$ cat config.mk
export PLATFORM = sky130hd
export DESIGN_NAME = gcd_sequencer
export DESIGN_NICKNAME = d
export VERILOG_FILES = /design/src/rtl/gcd_pkg.sv /design/src/rtl/gcd_pair_fifo.sv /design/src/rtl/gcd_sequencer.sv
export SDC_FILE = /design/constraint.sdc
export NUM_CORES = 1
export LEC_CHECK = 0
export CORE_ASPECT_RATIO = 1.25
export CORE_MARGIN = 2
export CORE_UTILIZATION = 50
export CTS_BUF_LIST = sky130_fd_sc_hd__clkbuf_8
export DETAILED_ROUTE_END_ITERATION = 16
export DONT_BUFFER_PORTS = 1
export GPL_TIMING_DRIVEN = 0
export SLEW_MARGIN = 5
export SYNTH_ARGS = -nofsm -noshare
export SYNTH_HDL_FRONTEND = slang
export SYNTH_HIERARCHICAL = 1
export SYNTH_SLANG_ARGS = --single-unit
$ cat constraint.sdc
create_clock -name clk -period 4.3 [get_ports clk]
set_clock_uncertainty 0.15 [all_clocks]
set_input_delay 0.86 -clock clk [delete_from_list [all_inputs] [get_ports clk]]
set_output_delay 0.86 -clock clk [all_outputs]
set_load 0.005 [all_outputs]
$ cat src/rtl/gcd_pkg.sv
// Shared definitions for the GCD sequencer and the gcd engine it drives.
package gcd_pkg;

  // Operand/result width shared with the gcd engine.
  localparam int GCD_WIDTH = 7;

  // Sequencer FSM encoding.
  typedef enum logic [1:0] {
    IDLE   = 2'b00,
    LAUNCH = 2'b01,
    WAIT   = 2'b10,
    DONE   = 2'b11
  } seq_state_t;

endpackage

$ cat src/rtl/gcd_pair_fifo.sv
// Synchronous FIFO holding packed operand pairs; head is presented combinationally.
module gcd_pair_fifo
  import gcd_pkg::*;
#(
  parameter int width = 2 * GCD_WIDTH,
  parameter int depth = 4
) (
  input  logic                     clk,
  input  logic                     rst_,
  input  logic                     push,
  input  logic                     pop,
  input  logic [width-1:0]         wdata,
  output logic [width-1:0]         rdata,
  output logic [$clog2(depth):0]   count,
  output logic                     full,
  output logic                     empty
);

  localparam int AW = $clog2(depth);
  localparam logic [AW:0] FULL_CNT = (AW + 1)'(depth);

  logic [width-1:0] mem [depth];
  logic [AW-1:0]    wr_ptr;
  logic [AW-1:0]    rd_ptr;
  logic             do_push;
  logic             do_pop;

  assign full    = (count == FULL_CNT);
  assign empty   = (count == '0);
  assign do_push = push && !full;
  assign do_pop  = pop && !empty;
  assign rdata   = mem[rd_ptr];

  // Pointers wrap naturally because depth is a power of two; count tracks occupancy.
  always_ff @(posedge clk or negedge rst_) begin
    if (!rst_) begin
      wr_ptr <= '0;
      rd_ptr <= '0;
      count  <= '0;
    end else begin
      if (do_push) wr_ptr <= wr_ptr + 1'b1;
      if (do_pop)  rd_ptr <= rd_ptr + 1'b1;
      if (do_push && !do_pop)      count <= count + 1'b1;
      else if (do_pop && !do_push) count <= count - 1'b1;
    end
  end

  // Storage array, written only on an accepted push.
  always_ff @(posedge clk) begin
    if (do_push) mem[wr_ptr] <= wdata;
  end

endmodule

$ cat src/rtl/gcd_sequencer.sv
// Client-side driver for the gcd engine: queues operand pairs, launches the
// engine only when needed, covers its lack of a done strobe and its habit of
// not recomputing unchanged inputs, and returns results in order.
module gcd_sequencer
  import gcd_pkg::*;
#(
  parameter int width = GCD_WIDTH,
  parameter int depth = 4,
  parameter int tmo   = 4
) (
  input  logic             clk,
  input  logic             rst_,
  input  logic             in_valid,
  output logic             in_ready,
  input  logic [width-1:0] in_a,
  input  logic [width-1:0] in_b,
  output logic             out_valid,
  input  logic             out_ready,
  output logic [width-1:0] out_a,
  output logic [width-1:0] out_b,
  output logic [width-1:0] out_gcd,
  output logic             out_err,
  output logic [width-1:0] ia,
  output logic [width-1:0] ib,
  input  logic             eng_busy,
  input  logic [width-1:0] eng_gcd
);

  localparam int CNT_W = $clog2(depth) + 1;
  localparam int TMR_W = $clog2(tmo) + 1;
  // The timeout fires on the edge where timer would reach tmo-1.
  localparam logic [TMR_W-1:0] TMR_LAST = TMR_W'(tmo - 2);

  seq_state_t         state;
  seq_state_t         state_nx;
  logic [2*width-1:0] head;
  logic [width-1:0]   head_a;
  logic [width-1:0]   head_b;
  logic [width-1:0]   ha;
  logic [width-1:0]   hb;
  logic [width-1:0]   res;
  logic               res_err;
  logic [width-1:0]   cache_gcd;
  logic               cache_valid;
  logic [TMR_W-1:0]   timer;
  logic [CNT_W-1:0]   fifo_count;
  logic               fifo_full;
  logic               fifo_empty;
  logic               push;
  logic               pop;
  logic               same_pair;
  logic               launch;
  logic               hit;
  logic               tmo_fire;
  logic               eng_done;
  logic               load_out;

  assign in_ready  = !fifo_full;
  assign push      = in_valid && !fifo_full;
  assign head_a    = head[2*width-1:width];
  assign head_b    = head[width-1:0];
  assign same_pair = (head_a == ia) && (head_b == ib);

  gcd_pair_fifo #(
    .width (2 * width),
    .depth (depth)
  ) u_fifo (
    .clk   (clk),
    .rst_  (rst_),
    .push  (push),
    .pop   (pop),
    .wdata ({in_a, in_b}),
    .rdata (head),
    .count (fifo_count),
    .full  (fifo_full),
    .empty (fifo_empty)
  );

  // Occupancy and full flag must always agree.
  always_comb begin
    assert (fifo_full == (fifo_count == CNT_W'(depth)));
  end

  // FSM state register.
  always_ff @(posedge clk or negedge rst_) begin
    if (!rst_) state <= IDLE;
    else       state <= state_nx;
  end

  // Next-state and per-cycle control strobes.
  always_comb begin
    state_nx = state;
    pop      = 1'b0;
    launch   = 1'b0;
    hit      = 1'b0;
    tmo_fire = 1'b0;
    eng_done = 1'b0;
    load_out = 1'b0;
    unique case (state)
      IDLE: begin
        if (!fifo_empty) begin
          pop = 1'b1;
          // Unchanged inputs never restart the engine: serve from the cache,
          // or the trivial (0,0) pair that the engine was reset to.
          if (same_pair && (cache_valid || (head_a == '0 && head_b == '0))) begin
            hit      = 1'b1;
            state_nx = DONE;
          end else begin
            launch   = 1'b1;
            state_nx = LAUNCH;
          end
        end
      end
      LAUNCH: begin
        if (eng_busy) begin
          state_nx = WAIT;
        end else if (timer == TMR_LAST) begin
          tmo_fire = 1'b1;
          state_nx = DONE;
        end
      end
      WAIT: begin
        // Engine updates its result on the same edge busy falls.
        if (!eng_busy) begin
          eng_done = 1'b1;
          state_nx = DONE;
        end
      end
      DONE: begin
        // Hold the finished pair until the output register is free.
        if (!out_valid || out_ready) begin
          load_out = 1'b1;
          state_nx = IDLE;
        end
      end
      default: state_nx = IDLE;
    endcase
  end

  // Engine operands, result cache, launch timer and output register.
  always_ff @(posedge clk or negedge rst_) begin
    if (!rst_) begin
      ia          <= '0;
      ib          <= '0;
      cache_valid <= 1'b0;
      cache_gcd   <= '0;
      timer       <= '0;
      out_valid   <= 1'b0;
      out_a       <= '0;
      out_b       <= '0;
      out_gcd     <= '0;
      out_err     <= 1'b0;
    end else begin
      if (launch) begin
        ia          <= head_a;
        ib          <= head_b;
        timer       <= '0;
        cache_valid <= 1'b0;
      end else if (state == LAUNCH) begin
        timer <= timer + 1'b1;
      end
      if (eng_done) begin
        cache_gcd   <= eng_gcd;
        cache_valid <= 1'b1;
      end
      if (load_out) begin
        out_valid <= 1'b1;
        out_a     <= ha;
        out_b     <= hb;
        out_gcd   <= res;
        out_err   <= res_err;
      end else if (out_ready) begin
        out_valid <= 1'b0;
      end
    end
  end

  // Held pair and its pending result; always written before DONE reads them.
  always_ff @(posedge clk) begin
    if (pop) begin
      ha <= head_a;
      hb <= head_b;
    end
    if (hit) begin
      res     <= cache_valid ? cache_gcd : '0;
      res_err <= 1'b0;
    end else if (tmo_fire) begin
      res     <= '0;
      res_err <= 1'b1;
    end else if (eng_done) begin
      res     <= eng_gcd;
      res_err <= 1'b0;
    end
  end

endmodule

# Yosys cells after proc, flatten, opt, wreduce, memory -nomap -nowiden
# Memories as Yosys holds them, arrays and structs flattened.
# Index checks and enable logic that the tools add are counted.
[totals]
regBits = 79
ramBits = 56
inputBits = 26
out_inout_bits = 38
elab_cells = 99
mem_count = 1
[classes]
addsub = 5
eq_ne = 11
muxes = 38
reduce_logical = 26
[memory_table]
columns = ["memory", "depth", "word_bits", "rd", "rd_clocked_by_memory_dff", "write_ports", "line", "source"]
rows = [
  ["u_fifo.mem", 4, 14, 1, 0, 1, "gcd_pair_fifo.sv:22", "logic [width-1:0] mem [depth];"],
]
[op_table]
columns = ["op", "count"]
rows = [
  ["7-bit 2-to-1 mux", 4],
  ["1-bit 2-to-1 mux", 23],
  ["7-bit == test", 2],
  ["7-bit logical NOT", 2],
  ["2-bit 2-to-1 mux", 6],
  ["3-bit 2-to-1 mux", 4],
  ["2-bit nonzero test", 5],
  ["1-bit logical AND", 8],
  ["2-bit one-hot mux with 4 select lines", 1],
  ["3-bit by 1-bit adder with 3-bit output, second input constant", 2],
  ["2-bit != test, second input constant", 3],
  ["1-bit logical NOT", 5],
  ["2-bit by 1-bit adder with 2-bit output, second input constant", 2],
  ["2-bit == test, second input constant", 2],
  ["4-bit AND reduction", 1],
  ["3-bit by 2-bit == test with 1-bit output, second input constant", 1],
  ["3-bit == test, second input constant", 1],
  ["3-bit logical NOT", 1],
  ["3-bit != test, second input constant", 1],
  ["3-bit nonzero test", 1],
  ["3-bit by 1-bit subtractor with 3-bit output, second input constant", 1],
  ["2-bit by 1-bit == test with 1-bit output, second input constant", 1],
  ["2-bit logical NOT", 1],
  ["1-bit logical OR", 2],
]

# Logic depth before layout (Yosys ltp)
# Gate-level depths: netlist (run 1).
# An unclocked memory read counts as a cell.
[depth]
word_depth = 10
depth_mapped = 10
depth_no_buf = 10

# Cells and area by module
# The synthesis (run 1) kept the hierarchy.
[by_module_without_submodules]
columns = ["mod", "instances", "cells_each", "area_per_inst_um2", "seq_area_each_um2"]
rows = [
  ["gcd_sequencer", 1, 213, 3139.3, 1901.8],
  ["gcd_pair_fifo", 1, 109, 2462.4, 1856.8],
]

# Least setup slack after synthesis (run 1)
# Ideal clock, no wire load.
[synth_timing]
path_kind = "reg2reg"
from = "reg state[0]"
to = "reg u_fifo.count[1]"
setup_time_ps = 125
arrival_time_ps = 2814
t_required_ps = 4025
setup_slack_ps = 1211
path_stages_with_launch = 9
path_buffers = 0
synth_period_minus_slack_ps = 3089
cell_sequence = "dfrtp_1 inv_1 ha_1 nor2b_1 nand2_1 ha_1 inv_1 fa_1 mux2_2"
[synth_via]
elab_chain_len = 6
elab_cells_between_ends = 8
cone_classes = "2 x mux; 6 x reduce/logical"
[synth_lines]
columns = ["item", "line", "source"]
rows = [
  ["start: declaration", "gcd_sequencer.sv:34", "seq_state_t state;"],
  ["start signal: assignment", "gcd_sequencer.sv:87", "else state <= state_nx;"],
  ["2-bit logical NOT *", "gcd_sequencer.sv:99", "unique case (state)"],
  ["1-bit 2-to-1 mux *", "gcd_sequencer.sv:99", ""],
  ["via pop", "gcd_sequencer.sv:50", "logic pop;"],
  ["1-bit logical AND *", "gcd_pair_fifo.sv:31", "assign do_pop = pop && !empty;"],
  ["1-bit logical NOT", "gcd_pair_fifo.sv:43", "if (do_push && !do_pop) count <= count + 1'b1;"],
  ["1-bit logical AND", "gcd_pair_fifo.sv:43", ""],
  ["3-bit 2-to-1 mux / 2-bit nonzero test (equally long branches)", "--", ""],
  ["end signal: assignment", "gcd_pair_fifo.sv:43", ""],
  ["end signal: assignment", "gcd_pair_fifo.sv:44", "else if (do_pop && !do_push) count <= count - 1'b1;"],
  ["end: declaration", "gcd_pair_fifo.sv:14", "output logic [$clog2(depth):0] count,"],
]
# Mark *: on every way through the listed nets, which the timed path passes. The rest lies on a longest branch.
# A chain may end at the register's enable or synchronous reset.

# Worst setup path in the final report (run 1)
[layout_timing]
from = "reg u_fifo.rd_ptr[1]"
to = "reg res[6] (enable)"
[layout_via]
elab_chain_len = 9
elab_cells_between_ends = 13
cone_classes = "2 x eq/ne; 3 x mux; 7 x reduce/logical; 1 x memory"
[layout_lines]
columns = ["item", "line", "source"]
rows = [
  ["start: declaration", "gcd_pair_fifo.sv:24", "logic [AW-1:0] rd_ptr;"],
  ["start signal: assignment", "gcd_pair_fifo.sv:42", "if (do_pop) rd_ptr <= rd_ptr + 1'b1;"],
  ["memory 4 x 14 bit *", "--", ""],
  ["via head[3]", "gcd_sequencer.sv:36", "logic [2*width-1:0] head;"],
  ["7-bit logical NOT", "gcd_sequencer.sv:105", "if (same_pair && (cache_valid || (head_a == '0 && head_b == '0))) begin"],
  ["1-bit logical AND", "gcd_sequencer.sv:105", ""],
  ["1-bit logical OR", "gcd_sequencer.sv:105", ""],
  ["1-bit logical AND *", "gcd_sequencer.sv:105", ""],
  ["1-bit 2-to-1 mux *", "gcd_sequencer.sv:105", ""],
  ["1-bit 2-to-1 mux *", "gcd_sequencer.sv:101", "if (!fifo_empty) begin"],
  ["1-bit 2-to-1 mux *", "gcd_sequencer.sv:99", ""],
  ["3-bit nonzero test (no source line) *", "--", ""],
  ["end signal: assignment", "gcd_sequencer.sv:185", "res <= cache_valid ? cache_gcd : '0;"],
  ["end signal: assignment", "gcd_sequencer.sv:191", "res <= eng_gcd;"],
  ["end: declaration", "gcd_sequencer.sv:41", "logic [width-1:0] res;"],
]
# Marks and branches as above.

==> flow_summary.yaml, run 1 <==
floorplanning:
  fp-row-count: 43
  ios: 64
  die_width_microns: 98.7
  fp.dieArea_sq_um: 12100
  start_util_pct: 50.8
  core-area_sq_um: 11000
  die_h_microns: 122
placement:
  hpwl_microns: 6570
  dpl_cell_area_sq_um: 5790
  port-buffer-count: 0
  gp_congestion: 0.729
logic_synthesis:
  ys_types: 40
  synth_fp_nets: 361
  avgSynthCellArea_sq_um: 17.4
  ys_ff_latch: 135
  yosysSeqAreaShare_pct: 67.1
  syn_area_sq_um: 5600
  async_flop_share_pct: 42.2
  synth_warnings: 6
  synth_edf_count: 77
  synthCells: 322
  ys.flop_type: "edfxtp_1"
clocking:
  cts.htree.levels: 4
  cts.sinks: 135
  clk_pin_slew_ns: 0.08
  cts_setup_buffers: 0
  cts_inserted_buffers: 17
  cts_tree: "yes"
  cts_root_buf: "clkbuf_8"
  cts_buffer_depth: 2
  insertion_delay_ns: 0.44
worst_setup_path:
  cpPeakStageDelay_ns: 0.51
  crit_arrival_ns: 3.22
  crit_path_end_kind: "register"
  start_kind: "register"
  crit_path_top_delay_cell: "dfrtp_1"
  path_cells: "buf_2, mux4_2, xor2_1, nor4_4, and4_1, nand3_2, nand3_1"
  crit_type: "reg2reg"
  cp_max_fo: 10
  required_ns: 4.26
  ff2ff_setup_slack_ns: 1.04
drt:
  wirelength_microns: 9460
  avgRoutedWirePerCell_microns: 19.3
  drc: 0
  viasPerCell: 5.34
  drt_iter0_drc: 127
  ant_nets: 0
  num_vias: 2621
  first_pass_iters: 4
finish:
  multi_input_area_sq_um: 1720
  diodes: 0
  nets: 382
  drive_gt1_share_pct: 29.8
  synthToLayoutAreaGrowth_pct: 10.3
  fin_area_sq_um: 6180
  regArea_sq_um: 3760
  fillCellCount: 876
timing:
  period_needed_ns: 3.26
  min_period_over_period_pct: 75.9
  maxSlewHeadroom_pct: 47.3
  setup_tns_ns: 0
  finalSetupViolations: 0
  drv_slew: 0
  hold_viol: 0
  grt_setup_unrepaired: "no"
  max_freq_ghz: 0.306
  max_slew.worst_pin.slew_ns: 0.790
  fin_hold_ws_ns: 0.135
global_routing:
  grt_pass1_vias: 2822
  grt_max_degree: 58
  track_usage_pct: 17.1
  grt_overflow: 0
  grt_pass1_wl_microns: 15100
  antenna_found_initial: 0
power_and_ir_drop:
  sequentialPowerShare_pct: 46.2
  p_int_w: 0.00316
  comb_power_share_pct: 34.0
  clkPwrFrac_pct: 19.9
  total_power_w: 0.00477
  p_sw_w: 0.00161
  power-per-cell-area_nw_per_um2: 772
  peakVddDrop_mv: 0.332
  leakagePower_nw: 2.43
  switching_share_pct: 33.7
hold_path:
  hold_path_class: "in2async"
status:
  outcome: "finished clean"
job:
  drv_cap: 0
[critical path, delay by kind of cell (launching register included)]
family	cells	cell delay (ns)
and+or+nand+nor	4	1.28
DFF	1	0.51
muxes	1	0.42
buffers and inverters	1	0.36
xor gates and xnor gates	1	0.20
[Yosys cell counts (2+ instances only)]
cell,instances,area share [%]
edfxtp_1,77,41
dfrtp_1,57,25
mux2_2,37,7.4
nand2_1,20,1.3
xor2_1,17,2.7
mux4_2,13,5.2
ha_1,12,2.7
inv_1,11,0.74
mux2_4,8,2.1
mux2i_1,8,1.4
and2_1,7,0.78
nand2b_1,5,0.56
nor2_1,5,0.34
xnor2_1,5,0.78
nor2b_1,4,0.45
buf_1,3,0.20
nand3_1,3,0.27
nor4_1,3,0.34
a31oi_1,2,0.22
buf_12,2,0.71
buf_6,2,0.40
clkbuf_1,2,0.13
nor4_4,2,0.76
[final timing paths]
check,start,to,cells after the start
setup / recovery,u_fifo/rd_ptr[1],res[6],7
hold / removal,rst_,out_gcd[1],1
setup reg to reg,u_fifo/rd_ptr[1],res[6],7
hold reg to reg,res_err,res_err,2
max in group asynchronous,rst_,ia[4],1
min in group clk,res_err,res_err,2
[power groups by stage]
stage          registers, W  clock network (W)  logic (W)
2_1_floorplan       0.00213                  0    0.00132
3_3_place_gp        0.00222                  0    0.00158
3_5_place_dp        0.00224                  0    0.00164
4_1_cts             0.00221           0.000978    0.00166
5_1_grt             0.00226            0.00103    0.00178
6_report            0.00220           0.000949    0.00162
[layer usage]
layer / wire, microns / vias to the layer above / GRT usage, %
met5: 0 / - / 0
met4: 172 / 0 / 6.93
met3: 625 / 13 / 7.00
met2: 5010 / 62 / 29.6
met1: 3650 / 1315 / 18.7
li1: - / 1231 / -
[state kept, by name, indices dropped and copies added, names as in the netlist]
signal	count
ib	7
out_gcd	7
out_a	7
cache_gcd	7
out_b	7
u_fifo/wr_ptr	2
cache_valid	1
u_fifo/rd_ptr	2
state	2
ia	7
out_valid	1
hb	7
u_fifo/mem	56
res_err	1
u_fifo/count	3
out_err	1
res	7
timer	3
ha	7
[cell families after synthesis]
family                   after synthesis  share of synthesized area [%]
buffers and inverters                 21                           2.28
AO/OA/AOI/OAI                          9                           1.50
multiplexers                          67                           16.7
AND/OR/NAND/NOR                       55                           5.94
flip-flops                           135                           67.1
XOR/XNOR                              22                           3.44
adder cells (fa/ha/maj)               13                           3.04
[cells in the final DEF (no fill, tap or decap), drive strengths merged]
| cell type | instances |
|---|---|
| edfxtp | 77 |
| dfrtp | 57 |
| mux2 | 45 |
| nand2 | 20 |
| clkbuf | 19 |
| xor2 | 17 |
| mux4 | 14 |
| inv | 13 |
| ha | 12 |
| clkinv | 10 |
| buf | 10 |
| mux2i | 8 |
| and2 | 7 |
| nor4 | 6 |
| nand2b | 5 |
| nor2 | 5 |
| xnor2 | 5 |
| nor2b | 4 |
| nand3 | 4 |
| a31oi | 2 |
| clkinvlp | 2 |
| and4 | 1 |
| a41o | 1 |
| a22oi | 1 |
| o221a | 1 |
| o22a | 1 |
| nand4 | 1 |
| o21ai | 1 |
| a21bo | 1 |
| a21boi | 1 |
| bufinv | 1 |
| dfxtp | 1 |
| nor3b | 1 |
| or3 | 1 |
| fa | 1 |
[layout make-up]
cell class | count | share of cell area [%]
flip-flops and latches | 135 | 60.8
well taps | 135 | 2.73
clock inverters | 15 | 2.11
inverters | 11 | 0.668
repair buffers | 2 | 0.688
clock buffers | 17 | 3.79
plain buffers | 10 | 1.40
multi-input cells | 166 | 27.8
[metrics by stage]
stage	utilization, %	setup slack [ns]	instances
after floorplan	-	1.21	322
after global placement	52.3	0.633	457
after detailed placement	52.5	0.985	458
after CTS	56.0	0.974	491
after global routing	56.0	0.828	491
final	56.0	1.04	491
[repair_timing]
action,CTS,global route
gates resized for setup,0,0
hold buffers,1,0
endpoints found under the hold margin,57,0
endpoints found under the setup margin,0,0
Power figures use the tool's default switching activity.
==> run 2: changes to the inputs <==
--- a/config.mk
+++ b/config.mk
@@ -12,6 +12,7 @@
 export DETAILED_ROUTE_END_ITERATION = 16
 export DONT_BUFFER_PORTS = 1
 export GPL_TIMING_DRIVEN = 0
+export PLACE_DENSITY = 0.68
 export SLEW_MARGIN = 5
 export SYNTH_ARGS = -nofsm -noshare
 export SYNTH_HDL_FRONTEND = slang
==> constraint.sdc (replaced) <==
create_clock -name clk -period 2.85 [get_ports clk]
set_clock_uncertainty 0.15 [all_clocks]
set_input_delay 0.57 -clock clk [delete_from_list [all_inputs] [get_ports clk]]
set_output_delay 0.57 -clock clk [all_outputs]
set_load 0.005 [all_outputs]
==> run 2 against run 1 <==
Compared with the run above:
- critical path depth is 2 higher
- fmax is 15% higher
- die area is the same
==> flow_summary.yaml, run 2 (same netlist as run 1, synthesis figures left out) <==
global_routing:
  grt_pass1_vias: 3014
  grt_overflow: 0
  antenna_found_initial: 0
  grt_max_degree: 58
  track_usage_pct: 17.0
  grt_pass1_wl_microns: 15400
power_and_ir_drop:
  comb_power_share_pct: 37.5
  switching_share_pct: 32.8
  sequentialPowerShare_pct: 43.9
  p_int_w: 0.00510
  peakVddDrop_mv: 0.526
  clkPwrFrac_pct: 18.6
  power-per-cell-area_nw_per_um2: 1180
  total_power_w: 0.00759
  p_sw_w: 0.00249
  leakagePower_nw: 2.57
worst_setup_path:
  crit_arrival_ns: 3.00
  required_ns: 3.01
  worstReg2RegStart: "u_fifo/rd_ptr[0]"
  crit_path_end_kind: "register"
  startpoint: "u_fifo/rd_ptr[0]"
  cp_max_fo: 6
  crit_type: "reg2reg"
  start_kind: "register"
finish:
  mostFrequentLayoutCell: "edfxtp_1"
  synthToLayoutAreaGrowth_pct: 14.9
  largest_register: "u_fifo/mem"
  multi_input_area_sq_um: 1810
  diodes: 0
  largest_reg_flops: 56
  layout_common_cells: "77 x edfxtp_1, 56 x dfrtp_1, 35 x mux2_2"
  drive_gt1_share_pct: 34.4
  regArea_sq_um: 3760
  fillCellCount: 832
  nets: 402
timing:
  grt_setup_unrepaired: "yes"
  setup_tns_ns: 0
  min_period_over_period_pct: 99.8
  fin_ws_ns: 0.00516
  finalSetupViolations: 0
  hold_viol: 0
  drv_slew: 0
  period_needed_ns: 2.84
  max_slew.worst_pin.slew_ns: 0.761
  max_freq_ghz: 0.352
  maxSlewHeadroom_pct: 49.2
floorplanning:
  fp.dieArea_sq_um: 12100
  core-area_sq_um: 11000
  fp-row-count: 43
  start_util_pct: 50.8
  die_h_microns: 122
  ios: 64
  die_width_microns: 98.7
clocking:
  cts.htree.levels: 4
  clk_pin_slew_ns: 0.07
  cts_buffer_depth: 2
  cts_inserted_buffers: 17
  cts_root_buf: "clkbuf_8"
  cts_tree: "yes"
  insertion_delay_ns: 0.43
  cts.sinks: 135
drt:
  num_vias: 2720
  first_pass_iters: 4
  drt_iter0_drc: 120
  drc: 0
  avgRoutedWirePerCell_microns: 18.3
  wirelength_microns: 9330
  ant_nets: 0
  viasPerCell: 5.33
placement:
  hpwl_microns: 6320
  gp_congestion: 0.744
  pre_cts_ws_ns: -0.312
  port-buffer-count: 0
hold_path:
  worstHoldStart: "in_b[3]"
  hold_path_class: "in2reg"
status:
  outcome: "finished clean"
job:
  drv_cap: 0
run 2: cell types whose count changed in the layout (fill, tap and decap cells not counted), moves of 2 or more:
cell / delta
nand3_4: +2
xor2_1: -2
mux2_4: +2
xor2_2: +2
mux2_2: -2
buf_12: +2
nor4_4: +3
buf_4: +18
nor4_1: -3
inv_1: +4
clkinv_4: -5
inv_6: -2
run 2: final timing paths:
path,end,slack (ns),cells past startpoint
min reg2reg,res_err,0.32,2
min,u_fifo/mem[1][3],0.09,0
max reg2reg,ib[1],0.005,9
max in group asynchronous,u_fifo/rd_ptr[1],1.78,2
min in group asynchronous,out_valid,0.52,2
max,ib[1],0.005,9
run 2: repair_timing:
action	in CTS	in global routing
pin swaps	6	1
endpoints found under the hold margin	57	0
hold buffers	2	0
endpoints found under the setup margin	34	27
gates resized for setup	12	6
setup buffers	13	7
run 2: critical path, stage by stage, from the launching register on:
cell	delay, ns
dfrtp_1	0.34
buf_6	0.12
buf_12	0.12
mux4_2	0.60
xor2_1	0.19
nor4_2	0.28
nand4_2	0.17
o21ai_4	0.27
buf_12	0.16
mux2_2	0.32
run 2: final cells by class:
| type | instances | area share (%) |
|---|---|---|
| sequential | 135 | 58.4 |
| multi-input combinational | 166 | 28.1 |
| clock buffer | 17 | 3.63 |
| timing repair buffer | 22 | 3.36 |
| tap | 135 | 2.62 |
| clock inverter | 14 | 1.88 |
| buffer | 10 | 1.38 |
| inverter | 11 | 0.641 |
run 2: layer usage:
metal	global-route usage [%]	up-vias	share of wire, %	wire length [microns]
met1	17.7	1387	36	3390
met2	30.4	64	55	5120
met3	7.35	12	7.1	665
met5	0	-	0	0
met4	6.25	0	1.7	155
li1	-	1257	-	-
run 2: power by group through the flow:
stage | sequential, W | clock [W] | combinational (W)
after floorplan | 0.00321 | 0 | 0.00200
after global placement | 0.00335 | 0 | 0.00237
after detailed placement | 0.00338 | 0 | 0.00244
after CTS | 0.00334 | 0.00146 | 0.00276
after global routing | 0.00343 | 0.00154 | 0.00311
final | 0.00333 | 0.00141 | 0.00285
run 2: stage by stage:
stage | instances | utilization, % | cell area, sq um | hold WS (ns)
6_report | 510 | 58.4 | 6440 | 0.0892
5_1_grt | 510 | 58.4 | 6440 | 0.0553
4_1_cts | 503 | 57.7 | 6360 | 0.0604
3_5_place_dp | 457 | 52.4 | 5780 | 0.127
3_3_place_gp | 457 | 52.4 | 5780 | 0.127
2_1_floorplan | 322 | - | 5610 | 0.124
==> run 3: changes to the inputs <==
--- a/config.mk
+++ b/config.mk
@@ -7,12 +7,12 @@
 export LEC_CHECK = 0
 export CORE_ASPECT_RATIO = 1.25
 export CORE_MARGIN = 2
-export CORE_UTILIZATION = 50
+export CORE_UTILIZATION = 59
 export CTS_BUF_LIST = sky130_fd_sc_hd__clkbuf_8
 export DETAILED_ROUTE_END_ITERATION = 16
 export DONT_BUFFER_PORTS = 1
 export GPL_TIMING_DRIVEN = 0
-export PLACE_DENSITY = 0.68
+export PLACE_DENSITY_LB_ADDON = 0.05
 export SLEW_MARGIN = 5
 export SYNTH_ARGS = -nofsm -noshare
 export SYNTH_HDL_FRONTEND = slang
==> run 3 against run 2 <==
Compared with the run above:
- the flow now finishes with violations (negative setup slack)
- clock power up 14%
- fmax down 1.7%
- power is 3.1% higher
- worst hold slack got worse by 0.014 ns
- core utilization grew 13 points
- setup slack worse by 0.050 ns
- global-route usage is 2.9 points higher
- via count is 1.8% higher
- die area fell by 15%
- sequential share of layout area shrank 1.1 points
- clock-buffer cell count unchanged
- first-iteration DRC count is 20% higher
- critical path type unchanged
==> flow_summary.yaml, run 3 (same netlist as run 1, synthesis figures left out) <==
hold_path:
  hold_path_class: "in2reg"
clocking:
  cts.sinks: 135
  insertion_delay_ns: 0.44
  cts_buffer_depth: 2
  cts_tree: "yes"
  cts.htree.levels: 4
  cts_inserted_buffers: 17
  cts_root_buf: "clkbuf_8"
  clk_pin_slew_ns: 0.07
power_and_ir_drop:
  total_power_w: 0.00783
  peakVddDrop_mv: 0.548
  leakagePower_nw: 2.64
  power-per-cell-area_nw_per_um2: 1190
timing:
  max_slew.worst_pin.slew_ns: 0.761
  max_freq_ghz: 0.345
  period_needed_ns: 2.89
  fin_hold_ws_ns: 0.0754
  drv_slew: 0
  finalSetupViolations: 14
  grt_setup_unrepaired: "yes"
  maxSlewHeadroom_pct: 49.3
  fin_ws_ns: -0.0446
  min_period_over_period_pct: 102
  hold_viol: 0
worst_setup_path:
  crit_type: "reg2reg"
  cp_max_fo: 6
  start_kind: "register"
  required_ns: 3.02
  crit_path_end_kind: "register"
  crit_arrival_ns: 3.07
global_routing:
  grt_max_degree: 58
  grt_overflow: 0
  antenna_found_initial: 0
  met2_usage_pct: 33.7
  gr-usage-met3_pct: 6.99
  track_usage_pct: 19.9
  grt.busiest_layer: "met2"
  gr-usage-met1_pct: 22.9
  grt_pass1_wl_microns: 15200
  grt_pass1_vias: 2975
finish:
  fillCellCount: 629
  synthToLayoutAreaGrowth_pct: 17.2
  fin_area_sq_um: 6560
  multi_input_area_sq_um: 1810
  diodes: 0
  nets: 409
  drive_gt1_share_pct: 36.0
  mostFrequentLayoutCell: "edfxtp_1"
  largest_reg_flops: 56
  regArea_sq_um: 3760
  largest_register: "u_fifo/mem"
  layout_common_cells: "77 x edfxtp_1, 57 x dfrtp_1, 33 x mux2_2"
drt:
  ant_nets: 0
  num_vias: 2770
  first_pass_iters: 4
  avgRoutedWirePerCell_microns: 18.7
  drt_iter0_drc: 144
  viasPerCell: 5.47
  wirelength_microns: 9450
  drc: 0
floorplanning:
  core-area_sq_um: 9170
  start_util_pct: 61.1
  fp.dieArea_sq_um: 10300
  die_width_microns: 91.2
  ios: 64
  fp-row-count: 39
  die_h_microns: 113
placement:
  dpl_cell_area_sq_um: 5760
  port-buffer-count: 0
  gp_congestion: 0.773
  pre_cts_ws_ns: -0.325
  hpwl_microns: 6260
status:
  violations: "negative setup slack"
  outcome: "finished, violations left"
job:
  drv_cap: 0
==> run 3: cell count changes in the layout (fill, tap and decap cells not counted), sizes merged <==
| cell | change |
|---|---|
| buf | +6 |
| bufinv | +1 |
| clkbuf | +1 |
| clkinv | -1 |
| inv | +1 |
==> run 3: critical path, cell delays in order, from the launching register on <==
cell	delay (ns)
dfrtp_1	0.35
buf_6	0.13
buf_12	0.12
mux4_2	0.58
buf_4	0.18
nor4_2	0.25
a41o_1	0.26
inv_2	0.06
o21ai_4	0.21
buf_12	0.16
mux2_2	0.32
==> run 3: final cells by class <==
class                   count  area share (%)
clock buffers              17            3.56
inverters                  11           0.629
repair buffers             29            4.59
clock inverters            15            2.74
multi-input cells         166            27.5
plain buffers              10            1.35
well taps                 123            2.34
flip-flops and latches    135            57.3
==> run 3: power breakdown <==
| part | switching [W] | internal, W |
|---|---|---|
| Clock | 0.000737 | 0.000870 |
| Combinational | 0.00137 | 0.00152 |
| Sequential | 0.000464 | 0.00287 |
| Total | 0.00257 | 0.00526 |
==> run 3: final timing paths <==
path / cells after the start / slack (ns) / endpoint / startpoint
worst max-delay path: 10 / -0.04 / ib[1] / u_fifo/rd_ptr[0]
worst min-delay path: 0 / 0.08 / u_fifo/mem[0][6] / in_b[6]
worst max register to register: 10 / -0.04 / ib[1] / u_fifo/rd_ptr[0]
worst min register to register: 2 / 0.32 / res_err / res_err
max in group asynchronous: 2 / 1.78 / ib[0] / rst_
min in group asynchronous: 2 / 0.52 / out_gcd[0] / rst_
==> run 3: layer usage <==
layer / wire length (microns) / part of all wire, % / vias up
met5: 0 / 0 / -
li1: - / - / 1279
met2: 5060 / 54 / 73
met3: 557 / 5.9 / 14
met4: 158 / 1.7 / 0
met1: 3680 / 39 / 1404
==> run 3: metrics by stage <==
step                      cells  setup TNS, ns  util, %
after detailed placement    445          -7.55     62.8
after global placement      445          -7.72     62.8
after CTS                   493         -0.120     69.6
after floorplan             322              0        -
after global routing        506          -1.83     71.5
final                       506         -0.365     71.5
==> run 3: repair_timing <==
action,CTS,global route
pin swaps,4,9
hold buffers,2,0
setup endpoints to repair,34,33
resized for setup,11,13
buffers inserted,14,12
cloned,0,1
endpoints found under the hold margin,57,0
